[config.mk]
export PLATFORM = sky130hd
export DESIGN_NAME = rock_sequencer
export DESIGN_NICKNAME = d
export VERILOG_FILES = /design/src/rtl/rock_sequencer.sv
export SDC_FILE = /design/constraint.sdc
export NUM_CORES = 1
export LEC_CHECK = 0
export ABC_CLOCK_PERIOD_IN_PS = 7920
export BUFFER_PORTS_ARGS = -buffer_cell sky130_fd_sc_hd__buf_2
export CORE_MARGIN = 1
export CORE_UTILIZATION = 65
export CTS_BUF_LIST = sky130_fd_sc_hd__clkbuf_4
export DETAILED_ROUTE_END_ITERATION = 16
export GPL_TIMING_DRIVEN = 0
export PLACE_DENSITY = 0.87
export SYNTH_ARGS = -nofsm -noshare
export SYNTH_HDL_FRONTEND = slang
export SYNTH_SLANG_ARGS = --single-unit
[constraint.sdc]
create_clock -name CLK -period 7.92 [get_ports CLK]
set_input_delay 0.792 -clock CLK [delete_from_list [all_inputs] [get_ports CLK]]
set_output_delay 0.792 -clock CLK [all_outputs]
set_load 0.1 [all_outputs]
[src/rtl/rock_sequencer.sv]
// Rocking-motion duty sequencer for a PWM drive: ramp up, hold, ramp down, pause, repeat.
// Optional macro ROCK_SOFT_STOP_EN: Stop ramps the duty down to zero before returning to IDLE.
module rock_sequencer #(
    parameter int PERIOD        = 24000,
    parameter int STEP          = 400,
    parameter int HOLD_PERIODS  = 50,
    parameter int PAUSE_PERIODS = 50
) (
    input  logic        CLK,
    input  logic        nReset,
    input  logic        Start,
    input  logic        Stop,
    input  logic [15:0] Amplitude,
    output logic [15:0] Duty,
    output logic        Sync,
    output logic        Active,
    output logic [2:0]  State,
    output logic [7:0]  Cycles
);

    typedef enum logic [2:0] {
        S_IDLE      = 3'd0,
        S_RAMP_UP   = 3'd1,
        S_HOLD      = 3'd2,
        S_RAMP_DOWN = 3'd3,
        S_PAUSE     = 3'd4
    } state_e;

    localparam int              CW         = (PERIOD > 1) ? $clog2(PERIOD) : 1;
    localparam logic [CW-1:0]   CNT_LAST   = CW'(PERIOD - 1);
    localparam logic [16:0]     PERIOD_17  = 17'(PERIOD);
    localparam logic [16:0]     STEP_17    = 17'(STEP);
    localparam logic [15:0]     HOLD_LAST  = 16'((HOLD_PERIODS > 0) ? HOLD_PERIODS - 1 : 0);
    localparam logic [15:0]     PAUSE_LAST = 16'((PAUSE_PERIODS > 0) ? PAUSE_PERIODS - 1 : 0);

    logic [CW-1:0] cnt_q, cnt_d;
    logic          sync_q, sync_d;
    logic          start_pend_q, start_pend_d;
    logic          stop_pend_q, stop_pend_d;
    state_e        state_q, state_d;
    logic [15:0]   duty_q, duty_d;
    logic [15:0]   target_q, target_d;
    logic [15:0]   per_cnt_q, per_cnt_d;
    logic [7:0]    cycles_q, cycles_d;
    logic          active_q, active_d;
`ifdef ROCK_SOFT_STOP_EN
    logic          stopping_q, stopping_d;
`endif

    logic          boundary_s;
    logic          start_now_s;
    logic          stop_now_s;
    logic [16:0]   sum_s;
    logic [15:0]   diff_s;
    logic          down_done_s;
    logic [15:0]   amp_clamp_s;

    // Next-state logic: period counter, pending requests and the per-boundary sequencer step.
    always_comb begin
        boundary_s   = (cnt_q == CNT_LAST);
        cnt_d        = boundary_s ? {CW{1'b0}} : cnt_q + CW'(1);
        sync_d       = (cnt_d == CNT_LAST);
        start_now_s  = start_pend_q | Start;
        stop_now_s   = stop_pend_q | Stop;
        sum_s        = {1'b0, duty_q} + STEP_17;
        down_done_s  = ({1'b0, duty_q} <= STEP_17);
        diff_s       = down_done_s ? 16'd0 : duty_q - STEP_17[15:0];
        amp_clamp_s  = ({1'b0, Amplitude} > PERIOD_17) ? PERIOD_17[15:0] : Amplitude;
        state_d      = state_q;
        duty_d       = duty_q;
        target_d     = target_q;
        per_cnt_d    = per_cnt_q;
        cycles_d     = cycles_q;
`ifdef ROCK_SOFT_STOP_EN
        stopping_d   = stopping_q;
`endif

        if (boundary_s) begin
            // Requests are consumed at every boundary, whether acted on or not.
            start_pend_d = 1'b0;
            stop_pend_d  = 1'b0;
            if (stop_now_s && (state_q != S_IDLE)) begin
`ifdef ROCK_SOFT_STOP_EN
                case (state_q)
                    S_RAMP_UP, S_HOLD: begin
                        state_d    = S_RAMP_DOWN;
                        stopping_d = 1'b1;
                    end
                    S_RAMP_DOWN: begin
                        duty_d = diff_s;
                        if (down_done_s) begin
                            state_d    = S_IDLE;
                            stopping_d = 1'b0;
                        end else begin
                            stopping_d = 1'b1;
                        end
                    end
                    default: begin
                        state_d    = S_IDLE;
                        duty_d     = 16'd0;
                        stopping_d = 1'b0;
                    end
                endcase
`else
                state_d = S_IDLE;
                duty_d  = 16'd0;
`endif
            end else begin
                case (state_q)
                    S_IDLE: begin
                        duty_d = 16'd0;
                        if (start_now_s && !stop_now_s) begin
                            target_d = amp_clamp_s;
                            cycles_d = 8'd0;
                            state_d  = S_RAMP_UP;
                        end else begin
                            state_d  = S_IDLE;
                        end
                    end
                    S_RAMP_UP: begin
                        if (sum_s >= {1'b0, target_q}) begin
                            duty_d    = target_q;
                            per_cnt_d = 16'd0;
                            state_d   = (HOLD_PERIODS == 0) ? S_RAMP_DOWN : S_HOLD;
                        end else begin
                            duty_d    = sum_s[15:0];
                        end
                    end
                    S_HOLD: begin
                        if (per_cnt_q >= HOLD_LAST) begin
                            state_d   = S_RAMP_DOWN;
                        end else begin
                            per_cnt_d = per_cnt_q + 16'd1;
                        end
                    end
                    S_RAMP_DOWN: begin
                        duty_d = diff_s;
                        if (!down_done_s) begin
                            state_d = S_RAMP_DOWN;
`ifdef ROCK_SOFT_STOP_EN
                        end else if (stopping_q) begin
                            state_d    = S_IDLE;
                            stopping_d = 1'b0;
`endif
                        end else if (PAUSE_PERIODS == 0) begin
                            cycles_d = cycles_q + 8'd1;
                            target_d = amp_clamp_s;
                            state_d  = S_RAMP_UP;
                        end else begin
                            per_cnt_d = 16'd0;
                            state_d   = S_PAUSE;
                        end
                    end
                    S_PAUSE: begin
                        duty_d = 16'd0;
                        if (per_cnt_q >= PAUSE_LAST) begin
                            cycles_d = cycles_q + 8'd1;
                            target_d = amp_clamp_s;
                            state_d  = S_RAMP_UP;
                        end else begin
                            per_cnt_d = per_cnt_q + 16'd1;
                        end
                    end
                    default: begin
                        state_d = S_IDLE;
                        duty_d  = 16'd0;
                    end
                endcase
            end
        end else begin
            start_pend_d = start_now_s;
            stop_pend_d  = stop_now_s;
        end
        active_d = (state_d != S_IDLE);
    end

    // State and output registers, cleared immediately by nReset.
    always_ff @(posedge CLK or negedge nReset) begin
        if (!nReset) begin
            cnt_q        <= {CW{1'b0}};
            sync_q       <= 1'b0;
            start_pend_q <= 1'b0;
            stop_pend_q  <= 1'b0;
            state_q      <= S_IDLE;
            duty_q       <= 16'd0;
            target_q     <= 16'd0;
            per_cnt_q    <= 16'd0;
            cycles_q     <= 8'd0;
            active_q     <= 1'b0;
`ifdef ROCK_SOFT_STOP_EN
            stopping_q   <= 1'b0;
`endif
        end else begin
            cnt_q        <= cnt_d;
            sync_q       <= sync_d;
            start_pend_q <= start_pend_d;
            stop_pend_q  <= stop_pend_d;
            state_q      <= state_d;
            duty_q       <= duty_d;
            target_q     <= target_d;
            per_cnt_q    <= per_cnt_d;
            cycles_q     <= cycles_d;
            active_q     <= active_d;
`ifdef ROCK_SOFT_STOP_EN
            stopping_q   <= stopping_d;
`endif
        end
    end

    assign Duty   = duty_q;
    assign Sync   = sync_q;
    assign Active = active_q;
    assign State  = state_q;
    assign Cycles = cycles_q;

endmodule
==> results of run 1 <==
==> synthesized netlist by cell type (all sizes together), types with 6 or more instances <==
master / count / area, um2
a2bb2oi: 6 / 52.6
o21ai: 28 / 144
a22o: 11 / 96.3
a31oi: 9 / 56.3
buf: 9 / 57.6
or3: 10 / 62.6
inv: 29 / 109
dfrtp: 78 / 1950
ha: 24 / 300
o211ai: 9 / 72.6
a21oi: 21 / 109
nor2b: 6 / 37.5
xor2: 15 / 131
nand3: 20 / 100
xnor2: 15 / 131
clkbuf: 19 / 71.3
nor3: 27 / 135
nand4: 13 / 81.3
and3: 9 / 56.3
nand2: 38 / 143
nor2: 64 / 240
==> worst max-delay path by stage <==
stage | cells past startpoint | endpoint | from | slack, ns
floorplan | 14 | Duty[10]$_DFFE_PN0P_ | Duty[6]$_DFFE_PN0P_ | 3.93
global placement | 14 | Duty[10]$_DFFE_PN0P_ | Duty[6]$_DFFE_PN0P_ | 3.89
detailed placement | 14 | Duty[10]$_DFFE_PN0P_ | Duty[6]$_DFFE_PN0P_ | 3.88
CTS | 14 | Duty[10]$_DFFE_PN0P_ | Duty[6]$_DFFE_PN0P_ | 3.83
global route | 14 | Duty[8]$_DFFE_PN0P_ | Duty[6]$_DFFE_PN0P_ | 3.44
finish | 14 | Duty[10]$_DFFE_PN0P_ | Duty[6]$_DFFE_PN0P_ | 3.70
==> cell type report <==
cell class / count / area [um2] / share of cell area [%]
Tap cell: 96 / 120 / 2.24
Inverter: 29 / 109 / 2.03
Multi-Input combinational cell: 404 / 2590 / 48.4
Buffer: 28 / 129 / 2.41
Timing Repair Buffer: 49 / 270 / 5.04
Clock buffer: 10 / 75.1 / 1.40
Sequential cell: 78 / 1950 / 36.4
Clock inverter: 5 / 108 / 2.01
==> power groups by stage <==
stage	clock network, uW	registers (uW)	logic (uW)
3_3_place_gp	0	411	66.5
2_1_floorplan	0	430	26.1
6_report	304	404	70.0
3_5_place_dp	0	411	69.8
5_1_grt	320	404	76.1
4_1_cts	307	403	70.1
==> cells by family (layout without fill, tap and decap cells) <==
group	count (synthesis)	count (layout)
AO/OA/AOI/OAI	125	125
XOR/XNOR	30	30
adder cells (fa/ha/maj)	24	24
buffers and inverters	57	121
flip-flops	78	78
multiplexers	6	6
AND/OR/NAND/NOR	219	219
==> state kept, by name, summed over array words and instances, names as in the netlist <==
register / count
Sync: 1
Duty: 16
stop_pend_q: 1
target_q: 16
per_cnt_q: 16
State: 3
start_pend_q: 1
cnt_q: 15
Active: 1
Cycles: 8
==> through the flow <==
| stage | cell area (um2) | utilization [%] | hold WS [ns] | setup slack (ns) |
|---|---|---|---|---|
| after floorplan | 4780 | - | 0.446 | 3.93 |
| after global placement | 5140 | 74.1 | 0.464 | 3.89 |
| after detailed placement | 5170 | 74.5 | 0.500 | 3.88 |
| after CTS | 5360 | 77.2 | 0.304 | 3.83 |
| after global routing | 5360 | 77.2 | 0.293 | 3.44 |
| final | 5360 | 77.2 | 0.299 | 3.70 |
==> worst register-to-register path: stages (launching register included) <==
cell	delay, ns
sky130_fd_sc_hd__dfrtp_1	0.44
sky130_fd_sc_hd__clkbuf_1	0.23
sky130_fd_sc_hd__and3_1	0.26
sky130_fd_sc_hd__nor3_1	0.37
sky130_fd_sc_hd__nor2_1	0.16
sky130_fd_sc_hd__and3_1	0.22
sky130_fd_sc_hd__xor2_1	0.21
sky130_fd_sc_hd__ha_1	0.30
sky130_fd_sc_hd__a211oi_1	0.23
sky130_fd_sc_hd__o21ai_0	0.13
sky130_fd_sc_hd__a221o_1	0.33
sky130_fd_sc_hd__or2_1	0.29
sky130_fd_sc_hd__nor3_1	0.74
sky130_fd_sc_hd__a22oi_1	0.12
sky130_fd_sc_hd__o21ai_0	0.12
==> per-layer routing <==
metal	GRT usage [%]	part of all wire (%)	vias to the layer above
met5	0	0	-
met4	9.84	1.4	0
met3	5.94	7.2	21
met2	52.6	48	188
met1	42.1	43	2116
li1	-	-	2080
==> results.yml, run 1 <==
power_and_ir_drop:
  sequentialPowerShare_pct: 51.9
  netSwitchingFraction_pct: 24.8
  combPwrFrac_pct: 9.0
  p_int_uw: 585
  p_leak_uw: 0.00239
  powerDensity_nw_per_um2: 145
  clkPwrFrac_pct: 39.1
  vdd_drop_max_uv: 125
  post-layout-total-power_uw: 777
  power.net_switching_uw: 193
logic_synthesis:
  synth_edf_count: 0
  main_combinational_cell_family_by_area_after_synthesis: "simple AND/OR/NAND/NOR gates"
  post_synthesis_instance_total: 539
  top_ff_cell_synth: "sky130_fd_sc_hd__dfrtp_1"
  post_synth_xor_area_fraction_pct: 5.49
  synth_sequential_area_ratio_pct: 40.8
  mux_share_of_post_synthesis_cell_area_pct: 1.28
  synth.distinct_cells: 60
  postSynthNetCount: 583
  synth-adder-area-share_pct: 6.28
  synth_compound_gate_area_share_pct: 18.3
  syn-mean-instance-area_um2: 8.88
  synth-warning-count: 0
  synth-simple-area-share_pct: 22.9
  synth-seq-cells: 78
  ys_async_sr_fraction_pct: 100
  mappedNetlistArea_um2: 4780
clocking:
  clock_tree.htree_level_count: 3
  postCtsHoldBufs: 0
  clock_sinks: 78
  cts_buffer_depth: 2
  cts_repair_resize_count: 0
  cts_tree: "built"
  cts_post_setup_buffers_inserted: 0
  cts_buffers: 9
  cts.root.buffer_cell: "sky130_fd_sc_hd__clkbuf_4"
  clk_pin_slew_ns: 0.13
  clk-insertion-delay-late_ns: 0.42
critical_path:
  timing_worst_setup_path_type: "flip-flop to flip-flop"
  worstSetupStartpointType: "flip-flop"
  r2r_start: "Duty[6]$_DFFE_PN0P_"
  max_stage_delay_ns: 0.74
  critPathRequiredTime_ns: 8.26
  timing.critical_path.buf_inv: 1
  worst-path-max-fanout: 10
  rr_endpoint: "Duty[10]$_DFFE_PN0P_"
  crit_slowest_cell: "sky130_fd_sc_hd__nor3_1"
  cpLargestDelayFamily: "simple AND/OR/NAND/NOR gates"
  worst-r2r-cell-count: 14
  end_kind: "flip-flop"
  cp_cell_sequence: "clkbuf_1, and3_1, nor3_1, nor2_1, and3_1, xor2_1, ha_1, a211oi_1, o21ai_0, a221o_1, or2_1, nor3_1, a22oi_1, o21ai_0"
  crit_arrival_ns: 4.56
  rrSetupSlack_ns: 3.70
timing:
  slew-limit-headroom_pct: 41.1
  unrepaired_setup_endpoints_after_global_routing: "no"
  fin_crit_ns: 4.22
  period_share_pct: 53.3
  slew_violations: 0
  finalSetupTns_ns: 0
  final-hold-violation-count: 0
  worst_pin_slew_ns: 0.877
  max_clock_freq_ghz: 0.237
  setup_viol: 0
  fin_worst_skew_ns: 0.0186
placed_design:
  count_of_input_and_output_buffers: 48
  hpwl_detailed_mm: 8.71
  placed_cells_incl_taps: 684
  routability_congestion_estimate_from_global_placement: 0.928
routing:
  drt_first_pass_iters: 5
  drt.antenna.violating_nets: 0
  via_count: 4405
  via_per_inst: 6.30
  wire_per_inst_um: 16.7
  remaining_drc_errors: 0
  finalWirelength_mm: 11.7
  drt_iter0_markers: 370
floorplan:
  dieArea_um2: 7710
  area_of_the_placeable_core_um2: 6940
  floorplan.die.width_um: 87.8
  number_of_standard_cell_rows_in_the_floorplan: 30
  die_h_um: 87.8
  io-pin-count: 49
  initial_utilization_pct: 68.9
cells_and_area:
  layout.cells.most_common: "sky130_fd_sc_hd__dfrtp_1"
  drive_above_1_share_pct: 13.3
  fill_cells: 499
  layout.cells.most_common_list: "78 x sky130_fd_sc_hd__dfrtp_1, 64 x sky130_fd_sc_hd__nor2_1, 51 x sky130_fd_sc_hd__buf_2, 38 x sky130_fd_sc_hd__nand2_1, 29 x sky130_fd_sc_hd__inv_1"
  finalNonFillerCells: 699
  layout-area-overhead-vs-synth_pct: 12.0
  nets: 643
  n_antenna_cell: 0
outcome:
  status: "finished clean"
flow_run:
  maxCapViolCount: 0
global_routing:
  grt_max_degree: 48
  antenna_found_initial: 0
  grt.overflow.total: 0
  first_pass_grt_wire_length_mm: 19.0
  global_route.usage.total_pct: 31.7
  vias_in_the_first_global_route: 4123
min_path:
  hp-class: "input port to asynchronous set/reset pin"
No activity file was read; power rests on OpenSTA's default activity.
==> inputs of run 2 (changes only) <==
- ABC_CLOCK_PERIOD_IN_PS: 7920 -> 4200
- CORE_UTILIZATION: 65 -> 61
- PLACE_DENSITY: 0.87 -> 0.82
- clock period: 7.92 -> 4.2 ns (I/O delays scaled with it)
==> run 2 against run 1 <==
  * Critical path type unchanged
  * Critical endpoint is now per_cnt_q[14]$_DFFE_PN0P_
  * Setup slack worse by 3.3 ns
  * Sequential share of layout area hardly changed
  * Register-to-register slack worse by 3.3 ns
  * Sequential power is 88% higher
  * Flip-flop and latch count stayed put
  * Die area is 6.4% higher
  * Clock-buffer cell count stayed put
==> results.yml, run 2 (synthesized netlist as in run 1, its figures left out) <==
timing:
  unrepaired_setup_endpoints_after_global_routing: "no"
  max_clock_freq_ghz: 0.262
  setup_viol: 0
  slew_violations: 0
  worst_pin_slew_ns: 0.810
  hold_ws_ns: 0.213
  final-hold-violation-count: 0
  slew-limit-headroom_pct: 45.6
  period_share_pct: 90.8
  finalSetupTns_ns: 0
  fin_worst_skew_ns: 0.0180
  fin_crit_ns: 3.81
flow_run:
  maxCapViolCount: 0
critical_path:
  end_kind: "flip-flop"
  worstSetupStartpointType: "flip-flop"
  cpLargestDelayFamily: "simple AND/OR/NAND/NOR gates"
  critPathRequiredTime_ns: 4.57
  timing_worst_setup_path_type: "flip-flop to flip-flop"
  cp_cell_sequence: "and3_1, nor3_2, nor2_1, and3_1, xor2_1, ha_1, a211oi_1, o21ai_0, a221o_1, or2_1, o21ai_2, nor3_1, buf_2, a21oi_1"
  timing.critical_path.buf_inv: 1
  crit_arrival_ns: 4.18
  crit_top_cell: "sky130_fd_sc_hd__and3_1"
  crit_slowest_cell: "sky130_fd_sc_hd__dfrtp_1"
  max_stage_delay_ns: 0.62
  worst-path-max-fanout: 13
global_routing:
  first_pass_grt_wire_length_mm: 20.6
  global_route.usage.total_pct: 31.4
  vias_in_the_first_global_route: 4313
  antenna_found_initial: 0
  grt_max_degree: 44
  grt.overflow.total: 0
power_and_ir_drop:
  vdd_drop_max_uv: 231
  p_leak_uw: 0.00238
  powerDensity_nw_per_um2: 264
routing:
  drt.antenna.violating_nets: 0
  drt_iter0_markers: 284
  via_per_inst: 6.26
  remaining_drc_errors: 0
  via_count: 4399
  drt_first_pass_iters: 5
  finalWirelength_mm: 12.1
  wire_per_inst_um: 17.2
clocking:
  cts_tree: "built"
  clk_pin_slew_ns: 0.13
  cts.root.buffer_cell: "sky130_fd_sc_hd__clkbuf_4"
  clk-insertion-delay-late_ns: 0.44
  cts_buffer_depth: 2
  cts_post_setup_buffers_inserted: 0
  cts_buffers: 9
  clock_sinks: 78
  clock_tree.htree_level_count: 3
placed_design:
  place_area_um2: 5170
  hpwl_detailed_mm: 8.88
  routability_congestion_estimate_from_global_placement: 0.918
  count_of_input_and_output_buffers: 48
min_path:
  hp-class: "input port to flip-flop"
cells_and_area:
  layout-area-overhead-vs-synth_pct: 11.9
  layout.cells.most_common: "sky130_fd_sc_hd__dfrtp_1"
  n_antenna_cell: 0
  drive_above_1_share_pct: 14.1
  multi_input_area_um2: 2610
  fill_cells: 560
  layout.cells.most_common_list: "78 x sky130_fd_sc_hd__dfrtp_1, 63 x sky130_fd_sc_hd__nor2_1, 51 x sky130_fd_sc_hd__buf_2, 38 x sky130_fd_sc_hd__nand2_1, 29 x sky130_fd_sc_hd__inv_1"
  post-route-cell-area_um2: 5360
  nets: 643
  ff_latch_area_um2: 1950
floorplan:
  floorplan.die.width_um: 90.6
  dieArea_um2: 8200
  initial_utilization_pct: 64.6
  number_of_standard_cell_rows_in_the_floorplan: 31
  die_h_um: 90.6
  io-pin-count: 49
  area_of_the_placeable_core_um2: 7410
outcome:
  status: "finished clean"
-- run 2: what timing repair did --
action / CTS / global route
endpoints found under the setup margin: 0 / 18
hold buffers: 1 / 0
endpoints found under the hold margin: 35 / 0
gates resized for setup: 0 / 6
-- run 2: final timing paths --
kind / cells past startpoint / from / end / slack, ns
worst max register to register: 14 / Duty[6]$_DFFE_PN0P_ / per_cnt_q[14]$_DFFE_PN0P_ / 0.39
worst min-delay path: 2 / Amplitude[5] / target_q[5]$_DFFE_PN0P_ / 0.21
max in group asynchronous: 3 / nReset / Cycles[3]$_DFFE_PN0P_ / 3.14
worst min register to register: 2 / per_cnt_q[15]$_DFFE_PN0P_ / per_cnt_q[15]$_DFFE_PN0P_ / 0.52
worst max-delay path: 14 / Duty[6]$_DFFE_PN0P_ / per_cnt_q[14]$_DFFE_PN0P_ / 0.39
min in group asynchronous: 2 / nReset / per_cnt_q[9]$_DFFE_PN0P_ / 0.47
-- run 2: cell type report --
cell class	instances	share of cell area, %
Clock buffer	10	1.40
Tap cell	99	2.31
Sequential cell	78	36.4
Inverter	29	2.03
Multi-Input combinational cell	404	48.8
Buffer	27	2.36
Clock inverter	6	1.59
Timing Repair Buffer	50	5.09
-- run 2: stage by stage --
stage,power (uW),utilization (%),cells,setup WS [ns]
floorplan,860,-,539,0.214
global placement,901,69.5,686,0.178
detailed placement,906,69.8,687,0.160
CTS,1420,72.1,704,0.0755
global route,1460,72.3,703,0.128
finish,1410,72.3,703,0.388
-- run 2: report_power, final --
part           total (uW)  switching [uW]  internal, uW
combinational         132            93.7          38.3
clock                 520             272           247
sequential            761            5.38           756
total                1410             372          1040
-- run 2: per-layer routing --
metal / global-route usage, % / up-vias / part of all wire, %
li1: - / 2079 / -
met3: 5.56 / 38 / 6.4
met1: 41.8 / 2126 / 43
met2: 50.7 / 156 / 48
met4: 12.8 / 0 / 2.7
met5: 0 / - / 0
